`src/rtl/instruction_fetch_unit.sv`:
```
// Program counter plus IF/ID pipeline register feeding a combinational instruction memory.
// Supports stall, flush and redirect, and halts with a sticky fault on a bad fetch address.
module instruction_fetch_unit #(
    parameter logic [31:0] RESET_PC   = 32'h0000_0000,
    parameter int unsigned IMEM_DEPTH = 32
) (
    input  logic        clk,
    input  logic        rst_n,
    output logic [31:0] imem_addr,
    input  logic [31:0] imem_instr,
    input  logic        stall,
    input  logic        flush,
    input  logic        redirect,
    input  logic [31:0] redirect_pc,
    output logic [31:0] pc,
    output logic [31:0] if_id_instr,
    output logic [31:0] if_id_pc_plus4,
    output logic        if_id_valid,
    output logic        fetch_fault,
    output logic [31:0] fetch_count
);

    typedef enum logic [1:0] {
        BOOT,
        RUN,
        HALT
    } state_t;

    state_t      state;
    logic [31:0] word_index;
    logic [31:0] pc_next_seq;
    logic        bad;

    assign word_index  = {2'b00, pc[31:2]};
    assign imem_addr   = word_index;
    assign pc_next_seq = pc + 32'd4;
    assign bad         = (pc[1:0] != 2'b00) || (word_index >= IMEM_DEPTH);

    always_ff @(posedge clk) begin
        if (!rst_n) begin
            state          <= BOOT;
            pc             <= RESET_PC;
            if_id_instr    <= '0;
            if_id_pc_plus4 <= '0;
            if_id_valid    <= 1'b0;
            fetch_fault    <= 1'b0;
            fetch_count    <= '0;
        end else begin
            unique case (state)
                BOOT: begin
                    state <= RUN;
                end
                RUN: begin
                    // if_id_pc_plus4 is deliberately left alone on redirect/flush; valid qualifies it.
                    if (redirect) begin
                        pc          <= redirect_pc;
                        if_id_instr <= '0;
                        if_id_valid <= 1'b0;
                    end else if (flush) begin
                        if_id_instr <= '0;
                        if_id_valid <= 1'b0;
                    end else if (stall) begin
                        pc <= pc;
                    end else if (bad) begin
                        if_id_valid <= 1'b0;
                        fetch_fault <= 1'b1;
                        state       <= HALT;
                    end else begin
                        if_id_instr    <= imem_instr;
                        if_id_pc_plus4 <= pc_next_seq;
                        if_id_valid    <= 1'b1;
                        pc             <= pc_next_seq;
                        fetch_count    <= fetch_count + 32'd1;
                    end
                end
                HALT: begin
                    state <= HALT;
                end
                default: begin
                    state <= HALT;
                end
            endcase
        end
    end

endmodule

```
`config.mk`:
```
export PLATFORM = sky130hd
export DESIGN_NAME = instruction_fetch_unit
export DESIGN_NICKNAME = d
export VERILOG_FILES = /design/src/rtl/instruction_fetch_unit.sv
export SDC_FILE = /design/constraint.sdc
export NUM_CORES = 1
export LEC_CHECK = 0
export ABC_AREA = 1
export CAP_MARGIN = 20
export CORE_ASPECT_RATIO = 1.2
export CORE_MARGIN = 2
export CORE_UTILIZATION = 41
export CTS_CLUSTER_SIZE = 40
export DETAILED_ROUTE_END_ITERATION = 7
export PLACE_DENSITY = 0.76
export SETUP_SLACK_MARGIN = 0.15
export SLEW_MARGIN = 20
export SYNTH_ARGS = -nofsm -noshare
export SYNTH_HDL_FRONTEND = slang
export SYNTH_SLANG_ARGS = --single-unit
```
`constraint.sdc`:
```
create_clock -name clk -period 1.6 [get_ports clk]
set_clock_uncertainty 0.2 [all_clocks]
set_input_delay 0.32 -clock clk [delete_from_list [all_inputs] [get_ports clk]]
set_output_delay 0.32 -clock clk [all_outputs]
set_load 0.02 [all_outputs]
```
==> flow_summary.ini, run 1 <==
[power]
p_total_w = 0.009473
p_per_area_mw_per_mm2 = 756.4
ir_drop_v = 0.0006882
p_leak_nw = 5.469

[critical_path]
start_kind = register
rrSetupSlack_ns = -0.41
r2r_start = pc[18]
cp_data_arrival_time_ns = 2.12
reg2reg_to = pc[16]
crit_required_ns = 1.70
endpoint_kind = register
ff2ff_path_depth = 12
crit_type = reg -> reg
cp_max_fo = 7

[clocking]
cts_max_level = 4
clk_pin_slew_ns = 0.06
cts_tree = yes
cts_hold_buffers = 0
clkSinkCount = 132
clockBufferDepth = 2
numCtsBuffers = 17
root_buffer = clkbuf_16
clock_latency_ns = 0.42

[floorplanning]
rows = 51
start_util_pct = 41.55
chipWidth_um = 120.5
dieHeight_um = 143.8
io_pins = 231
core-area_mm2 = 0.01608
die_area_mm2 = 0.01734

[grt]
grt_max_degree = 35
grt-ovfl-total = 0
grt_pass1_vias = 7311
grt_usage_pct = 24.76
grt_pass1_wl_um = 34390
antenna_found_initial = 0

[sta]
finalCritPeriodShare_pct = 125.8
hold_viol_final = 0
min_period_ns = 2.013
finalSetupViolCount = 138
rsz0062_at_grt = true
finalWorstSetupSlack_ns = -0.4130
final-max-slew-violation-count = 0
timing.fmax_mhz = 496.8

[layout]
area.growth.synth_to_final_pct = 87.45
mostFrequentLayoutCells = nand2_1, buf_6, buf_4
utilization_pct = 77.89
finalNonFillerCells = 1575
num_antenna_cells = 0
nNetsFinal = 1422
final_common_cell = nand2_1
drive_gt1_share_pct = 51.72

[min_path]
worstHoldEndpoint = if_id_pc_plus4[24]
min_path_type = in -> reg
hold_depth = 3
hold_start = rst_n

[synthesis]
async_reset_ff_share_pct = 0
synth_top_area_share_pct = 39.55
synth_cells = 997
synth_edf_count = 0
synth_ff_type = dfxtp_1
synth.area.top_cells = dfxtp_1, nand2_1, nor2_1, nand3_1, a21oi_1
syn_area_mm2 = 0.006681
synth.avg_cell_area_um2 = 6.702
synth_seq_area_share_pct = 39.55
synth_largest_area_cell = dfxtp_1
ys_types = 35
ys_ff_latch = 132
synth_warnings = 0

[detailed_routing]
antenna_left = 0
vias = 8159
wl_um = 27120
drc = 0
drtIter0Drc = 512
via_per_inst = 5.180
drtPass1Iterations = 5
routedWlPerCell_um = 17.22

[placed_design]
gp_congestion = 0.9708
dp_cells = 1482
numPortBuffers = 228
dp_hpwl_um = 15140

[run_status]
status = finished with violations
violations = negative setup slack

[run]
cap_violations = 0
==> metrics by stage <==
step	hold slack [ns]	setup TNS, ns	cell area (um2)	worst slack, ns
after global routing	0.05285	-48.70	12520	-0.4754
after floorplan	0.2512	-11.70	7054	-0.1781
after CTS	0.03524	-18.16	11140	-0.2154
after global placement	0.2300	-56.54	10100	-0.5015
after detailed placement	0.2310	-62.28	10100	-0.5826
final	0.07372	-40.69	12520	-0.4130
==> critical path, cell delays in order, from the launching register on <==
cell and delay [ns]:
dfxtp_2 0.33, nor2_1 0.13, nand2_1 0.11, nor2_2 0.18, nand2_2 0.12, nor2_8 0.13
buf_6 0.14, nand2_4 0.07, nand2_8 0.13, buf_12 0.16, nand3_2 0.08, nand2_2 0.07
nor2_2 0.04
==> where the power goes <==
part / switching [W] / internal, W / leakage (nW) / total [W]
Combinational: 0.00112 / 0.000997 / 4.04 / 0.00211
Clock: 0.00149 / 0.00242 / 0.290 / 0.00391
Sequential: 0.0000960 / 0.00335 / 1.14 / 0.00345
Total: 0.00270 / 0.00677 / 5.47 / 0.00947
==> Yosys cell counts (2+ instances only) <==
cell      count
nand2_1     301
nor2_1      157
dfxtp_1     132
nand3_1      84
a21oi_1      68
inv_1        61
buf_4        37
o21ai_0      28
clkbuf_1     20
nand3b_1     15
xor2_1       14
nand2_2      13
buf_2        11
a21oi_2       9
nand4_1       6
xnor2_1       6
buf_1         4
buf_6         4
nor2_2        4
ha_1          3
o21bai_1      3
or2_2         3
o21ai_1       2
==> worst max-delay path by stage <==
| stage | from | endpoint | slack (ns) | cells past startpoint |
|---|---|---|---|---|
| floorplan | pc[8] | fetch_count[22] | -0.18 | 10 |
| global placement | redirect | if_id_instr[22] | -0.50 | 8 |
| detailed placement | redirect | if_id_instr[3] | -0.58 | 8 |
| CTS | pc[26] | if_id_pc_plus4[19] | -0.22 | 11 |
| global route | pc[18] | pc[16] | -0.48 | 12 |
| finish | pc[18] | pc[16] | -0.41 | 12 |
==> state kept, by name, indices dropped and copies added (netlist names) <==
register and cells:
state 2, fetch_count 32, if_id_valid 1, pc 32, if_id_instr 32, if_id_pc_plus4 32, fetch_fault 1
==> layer usage <==
metal  track usage, %  wire length (um)  part of all wire [%]
met1            28.29             10190                    38
met5                0                 0                     0
met2            43.71             13980                    52
met3            6.825              1828                   6.7
met4            9.670              1119                   4.1
==> cells by family (layout without fill, tap and decap cells) <==
| group | Yosys count | in the layout | share of synthesized area (%) |
|---|---|---|---|
| compound gates | 112 | 112 | 9.251 |
| xor+xnor | 20 | 20 | 2.622 |
| fa+ha+maj | 3 | 3 | 0.5619 |
| buf+inv | 141 | 506 | 10.84 |
| flops | 132 | 132 | 39.55 |
| mux | 1 | 1 | 0.1498 |
| other cells | 1 | 2 | 0.05613 |
| simple gates | 587 | 587 | 36.97 |
==> final cells by class <==
type                            instances  area (um2)
Sequential cell                       132        2883
Clock buffer                           23       479.2
Tap cell                              212       265.3
Clock inverter                          9       102.6
Inverter                               64       265.3
Multi-Input combinational cell        725        4235
Timing Repair inverter                  4       57.56
Fill cell                            1054        3556
Timing Repair Buffer                  406        4237
==> timing repair <==
action,in CTS,in global routing
pin swaps,23,62
cloned,3,13
resized for setup,991,311
setup buffers,22,23
setup endpoints to repair,290,274
No activity file was read; power rests on OpenSTA's default activity.
==> inputs of run 2 (changes only) <==
Settings changed: CAP_MARGIN 20 to not set, CORE_MARGIN 2 to 10.
==> flow_summary.ini, run 2 (synthesized netlist as in run 1, its figures left out) <==
[floorplanning]
core-area_mm2 = 0.01614
rows = 51
dieHeight_um = 159.8
die_area_mm2 = 0.02182
io_pins = 231
start_util_pct = 41.39
chipWidth_um = 136.5

[layout]
mostFrequentLayoutCells = nand2_1, buf_6, buf_4
drive_gt1_share_pct = 45.75
nNetsFinal = 1412
area.growth.synth_to_final_pct = 80.38
final_common_cell = nand2_1

[grt]
grt_pass1_vias = 7783
grt_max_degree = 45
grt_pass1_wl_um = 38690
antenna_found_initial = 2
grt_usage_pct = 21.72
grt-ovfl-total = 0

[sta]
finalWorstSetupSlack_ns = -0.4440
finalCritPeriodShare_pct = 127.7
finalSetupViolCount = 137
final-max-slew-violation-count = 0
min_period_ns = 2.044
rsz0062_at_grt = true
fin_setup_tns_ns = -46.65
hold_viol_final = 0
timing.fmax_mhz = 489.2

[critical_path]
crit_required_ns = 1.70
ff2ff_path_depth = 12
rrSetupSlack_ns = -0.44
cp_data_arrival_time_ns = 2.15
endpoint_kind = register
cp-startpoint = pc[19]
start_kind = register
crit_type = reg -> reg
r2r_start = pc[19]
reg2reg_to = pc[16]
cp_max_fo = 8

[detailed_routing]
drc = 0
drtIter0Drc = 586
routedWlPerCell_um = 17.57
vias = 8015
via_per_inst = 5.115
wl_um = 27540
drtPass1Iterations = 5
antenna_left = 0

[power]
clkPwrFrac_pct = 41.9
p_sw_w = 0.002679
p_leak_nw = 5.314
internal_power_w = 0.006703
p_per_area_mw_per_mm2 = 778.5
p_comb_share_pct = 21.2
ir_drop_v = 0.0005896
p_sw_share_pct = 28.56
seqPwrFrac_pct = 36.8

[run_status]
violations = negative setup slack
status = finished with violations

[clocking]
root_buffer = clkbuf_16
cts_max_level = 4
clkSinkCount = 132
clk_pin_slew_ns = 0.06
numCtsBuffers = 17
cts_tree = yes
cts_hold_buffers = 0
clockBufferDepth = 2
clock_latency_ns = 0.42

[min_path]
hold_start = rst_n
hold_depth = 3
min_path_type = in -> reg
worstHoldEndpoint = if_id_pc_plus4[30]

[placed_design]
gp_congestion = 0.9099
dp_hpwl_um = 17010
numPortBuffers = 228
place_ws_ns = -0.5783

[run]
cap_violations = 0
run 2: layout make-up:
cell class / count / area, um2
repair buffers: 395 / 4111
fillers: 1115 / 4093
multi-input cells: 725 / 3896
flip-flops and latches: 132 / 2860
clock buffers: 21 / 461.7
inverters: 64 / 265.3
well taps: 212 / 265.3
clock inverters: 11 / 125.1
repair inverters: 5 / 61.31
diodes: 2 / 5.005
run 2: worst max path at each step:
stage	end	cells past startpoint
4_1_cts	pc[29]	10
3_3_place_gp	if_id_instr[23]	8
2_1_floorplan	fetch_count[22]	10
6_report	pc[16]	12
5_1_grt	pc[19]	12
3_5_place_dp	if_id_instr[29]	8
run 2: stage by stage:
stage | hold WS [ns] | total power (W) | instance area [um2] | std cells | util (%)
floorplan | 0.2512 | 0.004383 | 7054 | 998 | -
global placement | 0.2319 | 0.005064 | 10060 | 1483 | 62.30
detailed placement | 0.2387 | 0.005086 | 10060 | 1483 | 62.30
CTS | 0.004624 | 0.009166 | 11280 | 1546 | 69.88
global route | 0.03492 | 0.009677 | 12050 | 1567 | 74.65
finish | 0.02659 | 0.009382 | 12050 | 1567 | 74.65
run 2: critical path, cell delays in order (launching register included):
cell	delay [ns]
dfxtp_2	0.33
nor2_2	0.18
nand2_2	0.09
nor2_4	0.12
buf_4	0.13
nand2_2	0.09
nor2_8	0.17
nand2_4	0.09
nand2_8	0.13
buf_8	0.14
nand3_2	0.08
nand2_1	0.09
nor2_1	0.07
run 2: power groups by stage:
stage	Clock [W]	Combinational, W	Sequential, W
after floorplan	0	0.000708	0.00367
after global placement	0	0.00154	0.00353
after detailed placement	0	0.00156	0.00353
after CTS	0.00397	0.00175	0.00344
after global routing	0.00410	0.00211	0.00347
final	0.00393	0.00199	0.00346
run 2: timing repair:
action,4_1_cts,5_1_grt
buffers inserted,27,7
resized for setup,1038,131
pin swaps,12,29
gates cloned,4,12
endpoints found under the setup margin,290,248
run 2: metal layers:
metal | wire length, um | global-route usage [%]
met5 | 0 | 0
met4 | 1018 | 10.23
met3 | 2770 | 8.380
met2 | 13620 | 36.61
met1 | 10120 | 23.15
